==> src/rtl/pipeline_hazard_ctrl.sv <==
// Hazard sequencer for the 5-stage pipeline: load-use stall, branch flush,
// data-memory freeze, plus stall/flush performance counters.
//
// Ports:
//   clk, rst                 clock and synchronous active-high reset
//   id_rs1_i/id_rs2_i        ID source register indices
//   id_rs1_used_i/_rs2_      ID instruction reads that source
//   ex_mem_read_i, ex_rd_i   EX instruction is a load, and its destination
//   ex_branch_taken_i        EX resolved a taken branch or jump
//   dmem_req_i/dmem_ready_i  MEM access outstanding / completing
//   pc_hold_o                PC keeps its value
//   pipeline_stop_o          IF/ID holds
//   pipeline_stop_branch_o   IF/ID loads the invalid marker
//   id_ex_bubble_o           ID/EX loads a NOP
//   pipeline_freeze_o        every stage register holds
//   state_o                  RUN=0, FLUSH=1, MEM_WAIT=2
//   stall_cnt_o/flush_cnt_o  performance counters (wrap)
module pipeline_hazard_ctrl #(
   parameter int FLUSH_CYCLES = 1,
   parameter int CNT_W        = 32
) (
   input  logic             clk,
   input  logic             rst,
   input  logic [4:0]       id_rs1_i,
   input  logic [4:0]       id_rs2_i,
   input  logic             id_rs1_used_i,
   input  logic             id_rs2_used_i,
   input  logic             ex_mem_read_i,
   input  logic [4:0]       ex_rd_i,
   input  logic             ex_branch_taken_i,
   input  logic             dmem_req_i,
   input  logic             dmem_ready_i,
   output logic             pc_hold_o,
   output logic             pipeline_stop_o,
   output logic             pipeline_stop_branch_o,
   output logic             id_ex_bubble_o,
   output logic             pipeline_freeze_o,
   output logic [1:0]       state_o,
   output logic [CNT_W-1:0] stall_cnt_o,
   output logic [CNT_W-1:0] flush_cnt_o
);

   typedef enum logic [1:0] {
      RUN      = 2'd0,
      FLUSH    = 2'd1,
      MEM_WAIT = 2'd2
   } state_t;

   state_t     state, ret_state, eff_state;
   state_t     nxt_state, nxt_ret;
   logic [2:0] rem, nxt_rem;

   logic freeze, lu, inc_flush;
   logic c_hold, c_stop, c_stop_br, c_bubble, c_freeze;

   assign freeze = dmem_req_i & ~dmem_ready_i;

   // x0 is hardwired, so a load targeting it never creates a dependency
   assign lu = ex_mem_read_i & (ex_rd_i != 5'd0) &
               ((id_rs1_used_i & (id_rs1_i == ex_rd_i)) |
                (id_rs2_used_i & (id_rs2_i == ex_rd_i)));

   // Once the wait ends, behave as the state that was interrupted
   assign eff_state = (state == MEM_WAIT) ? ret_state : state;

   always_comb begin
      c_hold    = 1'b0;
      c_stop    = 1'b0;
      c_stop_br = 1'b0;
      c_bubble  = 1'b0;
      c_freeze  = 1'b0;
      inc_flush = 1'b0;
      nxt_state = state;
      nxt_ret   = ret_state;
      nxt_rem   = rem;
      if (freeze) begin
         // EX and ID are held, so branch/lu get re-evaluated afterwards
         c_freeze  = 1'b1;
         c_hold    = 1'b1;
         c_stop    = 1'b1;
         nxt_state = MEM_WAIT;
         nxt_ret   = eff_state;
      end else begin
         case (eff_state)
            RUN: begin
               nxt_state = RUN;
               if (ex_branch_taken_i) begin
                  // ID holds a wrong-path instruction: load-use is moot
                  c_stop_br = 1'b1;
                  c_bubble  = 1'b1;
                  inc_flush = 1'b1;
                  if (FLUSH_CYCLES > 1) begin
                     nxt_state = FLUSH;
                     nxt_rem   = 3'(FLUSH_CYCLES - 1);
                  end
               end else if (lu) begin
                  c_hold   = 1'b1;
                  c_stop   = 1'b1;
                  c_bubble = 1'b1;
               end
            end
            FLUSH: begin
               c_stop_br = 1'b1;
               c_bubble  = 1'b1;
               if (rem <= 3'd1) begin
                  nxt_state = RUN;
               end else begin
                  nxt_state = FLUSH;
                  nxt_rem   = rem - 3'd1;
               end
            end
            default: nxt_state = RUN;
         endcase
      end
   end

   assign pc_hold_o              = ~rst & c_hold;
   assign pipeline_stop_o        = ~rst & c_stop;
   assign pipeline_stop_branch_o = ~rst & c_stop_br;
   assign id_ex_bubble_o         = ~rst & c_bubble;
   assign pipeline_freeze_o      = ~rst & c_freeze;
   assign state_o                = state;

   always_ff @(posedge clk) begin
      if (rst) begin
         state       <= RUN;
         ret_state   <= RUN;
         rem         <= 3'd0;
         stall_cnt_o <= '0;
         flush_cnt_o <= '0;
      end else begin
         state     <= nxt_state;
         ret_state <= nxt_ret;
         rem       <= nxt_rem;
         if (c_stop)
            stall_cnt_o <= stall_cnt_o + 1'b1;
         if (inc_flush)
            flush_cnt_o <= flush_cnt_o + 1'b1;
      end
   end

endmodule

==> config.mk <==
export PLATFORM = sky130hd
export DESIGN_NAME = pipeline_hazard_ctrl
export DESIGN_NICKNAME = d
export VERILOG_FILES = /design/src/rtl/pipeline_hazard_ctrl.sv
export SDC_FILE = /design/constraint.sdc
export NUM_CORES = 1
export LEC_CHECK = 0
export CAP_MARGIN = 20
export CORE_AREA = 2 2 86 88
export DETAILED_ROUTE_END_ITERATION = 8
export DIE_AREA = 0 0 88 90
export PLACE_DENSITY = 0.82
export SYNTH_ARGS = -nofsm -noshare
export SYNTH_HDL_FRONTEND = slang
export SYNTH_SLANG_ARGS = --single-unit
==> constraint.sdc <==
create_clock -name clk -period 3.4 [get_ports clk]
set_input_delay 0.68 -clock clk [delete_from_list [all_inputs] [get_ports clk]]
set_output_delay 0.68 -clock clk [all_outputs]
set_load 0.01 [all_outputs]
==> Word level (Yosys, flattened, before mapping) <==
Cells that the tools add are included.
{ "op_classes": {"n_reduce_logical": 4, "n_addsub": 3, "bitwise": 15, "muxes": 17, "n_eq_ne": 4, "magnitude_cmp": 1} }
{ "ops": {"columns": ["operator", "n"], "rows": [
  ["32-bit by 1-bit adder with 32-bit output (second input constant)", 2],
  ["1-bit 2-to-1 mux", 13],
  ["5-bit equality test", 2],
  ["1-bit bitwise AND", 9],
  ["1-bit NOT", 5],
  ["5-bit nonzero test", 1],
  ["2-bit 2-to-1 mux", 2],
  ["1-bit one-hot mux with 2 select lines", 2],
  ["3-bit by 1-bit <= comparator with 1-bit output (second input constant)", 1],
  ["3-bit AND reduction", 1],
  ["3-bit OR reduction", 1],
  ["3-bit by 1-bit subtractor with 3-bit output (second input constant)", 1],
  ["2-bit by 1-bit equality test with 1-bit output (second input constant)", 1],
  ["2-bit equality test (second input constant)", 1],
  ["2-bit zero test", 1],
  ["1-bit bitwise OR", 1]
]} }
{ "totals": {"elab_cells": 50, "input_bits": 23, "regBits": 71} }

==> Depth between registers and ports, before layout <==
{ "logic_depth": {"ltp_word": 9, "mapped_depth": 8, "mapped_depth_nobuf": 6} }

==> Worst setup path after synthesis <==
Ideal clock, no wire load.
{ "synth_path": {"path_type": "input to output", "from": "in ex_rd_i[1]", "to": "out pipeline_stop_o", "arrival_ns": 1.966, "path_slack_ns": 0.754, "path_stages": 6, "required_time_ns": 2.720, "path_cell_list": "or4_4 > o21ai_4 > nor2_1 > a21oi_4 > nor2_1 > buf_4"} }
{ "synth_between": {"elab_chain_len": 9} }
{ "synth_rtl": {"columns": ["item", "line_no", "rtl"], "rows": [
  ["start: declaration", "29", "input logic [4:0] ex_rd_i,"],
  ["5-bit equality test, on equally long branches", "60, 61", null],
  ["1-bit bitwise AND, on equally long branches", "60, 61", null],
  ["1-bit bitwise OR", "60", "((id_rs1_used_i & (id_rs1_i == ex_rd_i)) |"],
  ["1-bit bitwise AND *", "59", "assign lu = ex_mem_read_i & (ex_rd_i != 5'd0) &"],
  ["1-bit 2-to-1 mux * (4 in a row)", null, null],
  ["1-bit bitwise AND *", null, null],
  ["end: declaration", "34", "output logic pipeline_stop_o,"]
]} }
Mark *: on every way between the ends. The rest lies on a longest branch, timed or not.

==> Worst setup path in the final report <==
{ "layout_path": {"from": "in ex_rd_i[1]", "to": "out pc_hold_o"} }
{ "layout_between": {"elab_chain_len": 9} }
{ "layout_rtl": {"columns": ["item", "line_no", "rtl"], "rows": [
  ["5-bit equality test, on equally long branches", "60, 61", null],
  ["1-bit bitwise AND, on equally long branches", "60, 61", null],
  ["1-bit bitwise OR", "60", null],
  ["1-bit bitwise AND *", "59", null],
  ["1-bit 2-to-1 mux *", "96", "end else if (lu) begin"],
  ["1-bit 2-to-1 mux *", "87", "if (ex_branch_taken_i) begin"],
  ["1-bit 2-to-1 mux *", "84", "case (eff_state)"],
  ["1-bit 2-to-1 mux *", "76", "if (freeze) begin"],
  ["1-bit bitwise AND *", "117", "assign pc_hold_o = ~rst & c_hold;"],
  ["end: declaration", "33", "output logic pc_hold_o,"]
]} }
Marks and branches as above.

==> run_results.csv <==
group,metric,value,unit
logic_synthesis,synth_top_area_share,40.2,%
status,status,"completed",
worst_hold_path,holdPathStages,2,
clock_tree,clkTransAtPathRegs,70,ps
logic_synthesis,synthCells,413,
clock_tree,cts_htree_levels,3,
detailed_routing,wl_per_cell,13.9,µm
sta,slew_viol_final,0,
floorplan,ioPinCount,94,
finish,antenna_cells,0,
clock_tree,cts_tree,"built",
critical_path,cp-end-kind,"primary output",
floorplan,start_util,50.4,%
power,ir_worst_vdd,0.274,mV
critical_path,cp_max_fo,3,
global_route,antenna_found_initial,0,
sta,slew_headroom,56.5,%
detailed_routing,totalWireLength,8.50,mm
sta,fmax,0.311,GHz
logic_synthesis,synth.cell_area,3540,µm²
critical_path,worstPathCellList,"clkdlybuf4s50_1 -> or4_4 -> o21ai_4 -> nor2_1 -> a21oi_4 -> nor2_1 -> dlygate4sd2_1",
critical_path,reg2reg_depth,6,
critical_path,slowest_stage,"or4_4",
clock_tree,cts.sinks,71,
logic_synthesis,async_flop_share,0,%
global_route,grt_pass1_wl,14.6,mm
finish,drive_above_1_share,8.40,%
clock_tree,cts_root_buffer,"clkbuf_8",
floorplan,die_h,90,µm
finish,final_common_cell,"clkdlybuf4s50_1",
logic_synthesis,ys_types,48,
global_route,grt_overflow,0,
floorplan,fp.dieArea,7920,µm²
sta,period_share,94.5,%
detailed_routing,drtAntennaViolNets,0,
sta,fin_skew,10.0,ps
detailed_routing,drc,0,
placed_design,pre_cts_ws,-8.05,ps
power,p_leak,1.54,nW
critical_path,cpMostUsedCell,"nor2_1",
finish,mostFrequentLayoutCells,"clkdlybuf4s50_1, dfxtp_1, nor2_1, a21oi_1, nand2_1",
logic_synthesis,syn_area_per_cell,8.57,µm²
logic_synthesis,ys_ff_latch,71,
floorplan,die_width,88,µm
clock_tree,cts_made_buffers,9,
floorplan,core,7020,µm²
sta,setup_viol,0,
clock_tree,clock_path_buffers,2,
logic_synthesis,yosysTopAreaCell,"dfxtp_1",
logic_synthesis,synth_ff_type,"dfxtp_1",
sta,post-route-min-period,3210,ps
clock_tree,clk_latency,340,ps
job,maxCapViolCount,0,
critical_path,max_stage_delay,580,ps
logic_synthesis,synth_nets,439,
global_route,grt_usage,22.4,%
floorplan,rows,31,
finish,nets,533,
critical_path,arrival,2530,ps
power,power.density,358,nW/µm²
detailed_routing,drt_first_pass_iters,8,
detailed_routing,first_iter_violations,144,
critical_path,cp_num_buf_inv,2,
placed_design,gp_congestion,0.830,
logic_synthesis,synth_edf_count,0,
logic_synthesis,synth.yosys.seq_area_share,40.2,%
sta,fin_tns_setup,0,ps
global_route,grt_pass1_vias,3184,
logic_synthesis,ys_top_cells_by_area,"dfxtp_1, xnor2_1, nor2_1",
placed_design,dpl.hpwl,6.10,mm
critical_path,crit_path_start_kind,"primary input",
critical_path,path_class,"primary input to primary output",
sta,rsz0062_at_grt,"false",
sta,setup_ws,186,ps
clock_tree,hold_buffers,0,
detailed_routing,routed-via-count,3325,
finish,fillers,590,
placed_design,port_buffers,93,
global_route,grt_max_degree,54,
worst_hold_path,hold_path.class,"register to register",
critical_path,cp.required,2720,ps
critical_path,path_delay_family,"buffers and inverters",
sta,tightest_slew,651,ps
detailed_routing,vias_per_cell,5.44,
critical_path,cp.depth,7,
logic_synthesis,ys_warn_count,0,
finish,area_delta_synth_final,33.6,%
sta,finalHoldViolCount,0,
==> power breakdown <==
part | switching [mW] | total, mW | internal [mW]
registers | 0.00564 | 0.842 | 0.836
clock network | 0.327 | 0.741 | 0.414
logic | 0.0545 | 0.112 | 0.0575
total | 0.387 | 1.69 | 1.31
==> registers in the layout (all words and copies together) (netlist names) <==
name and flops:
state_o 2, stall_cnt_o 32, ret_state 2, flush_cnt_o 32
rem 3
==> repair_timing <==
item                                    CTS  global route
endpoints found under the setup margin    2             1
resized for setup                         2             1
setup buffers                             0             0
pin swaps                                 0             0
endpoints found under the hold margin     0             0
==> area by class of cell <==
| cell class | instances | area, µm² | share of cell area, % |
|---|---|---|---|
| clock inverter | 7 | 97.6 | 2.06 |
| sequential | 71 | 1420 | 30.1 |
| multi-input combinational | 315 | 1950 | 41.2 |
| inverter | 11 | 41.3 | 0.873 |
| tap | 99 | 124 | 2.62 |
| clock buffer | 9 | 124 | 2.62 |
| timing repair buffer | 99 | 971 | 20.5 |
==> worst paths after layout <==
| kind | start | to | slack [ps] |
|---|---|---|---|
| worst max-delay path | ex_rd_i[1] | pc_hold_o | 190 |
| worst min-delay path | stall_cnt_o[19] | stall_cnt_o[19] | 490 |
| worst max register to register | stall_cnt_o[2] | stall_cnt_o[21] | 1290 |
| worst min register to register | stall_cnt_o[19] | stall_cnt_o[19] | 490 |
==> metal layers <==
layer | part of all wire [%] | wire length [µm] | up-vias | GRT usage, %
met4 | 1.3 | 114 | 0 | 7.05
met2 | 50 | 4280 | 90 | 37.1
met5 | 0 | 0 | - | 0
met3 | 4.7 | 403 | 12 | 5.79
li1 | - | - | 1661 | -
met1 | 43 | 3700 | 1562 | 28.1
==> cell usage after synthesis, types with 3 or more instances <==
library cell   n
or3_1         21
a21oi_1       34
a211oi_1       3
nand3_1       20
nor4_1         3
inv_1         11
ha_1           3
and3_1         7
xnor2_1       23
or4b_1         3
nand2_1       30
o21ai_0       25
nor2_1        49
dfxtp_1       71
xor2_1        18
buf_6          5
or4_1          6
nor3_1         9
o41ai_1        3
nand4_1       17
and4_1         8
clkbuf_1       6
o31ai_1        6
==> per-stage QoR <==
stage	instance area, µm²	power (mW)	cells	hold slack [ps]	util, %
2_1_floorplan	3540	0.917	413	480	-
3_3_place_gp	4510	0.971	595	468	64.2
3_5_place_dp	4510	0.975	595	483	64.2
4_1_cts	4730	1.71	611	494	67.3
5_1_grt	4730	1.76	611	516	67.4
6_report	4730	1.69	611	489	67.4
==> worst reg2reg max path, delay by kind of cell, from the launching register on <==
kind,cells,cell delay (ps)
AND/OR/NAND/NOR,4,1190
flip-flops,1,440
AO/OA/AOI/OAI,2,410
==> kinds of logic (layout without fill, tap and decap cells) <==
group           after synthesis  after routing  synth area share, %
compound gates               79             79                 14.2
buf+inv                      27            126                 4.74
flops                        71             71                 40.2
simple gates                190            190                 29.1
fa+ha+maj                     3              3                 1.06
mux                           2              2                0.601
xor+xnor                     41             41                 10.1
Power figures use the tool's default switching activity.
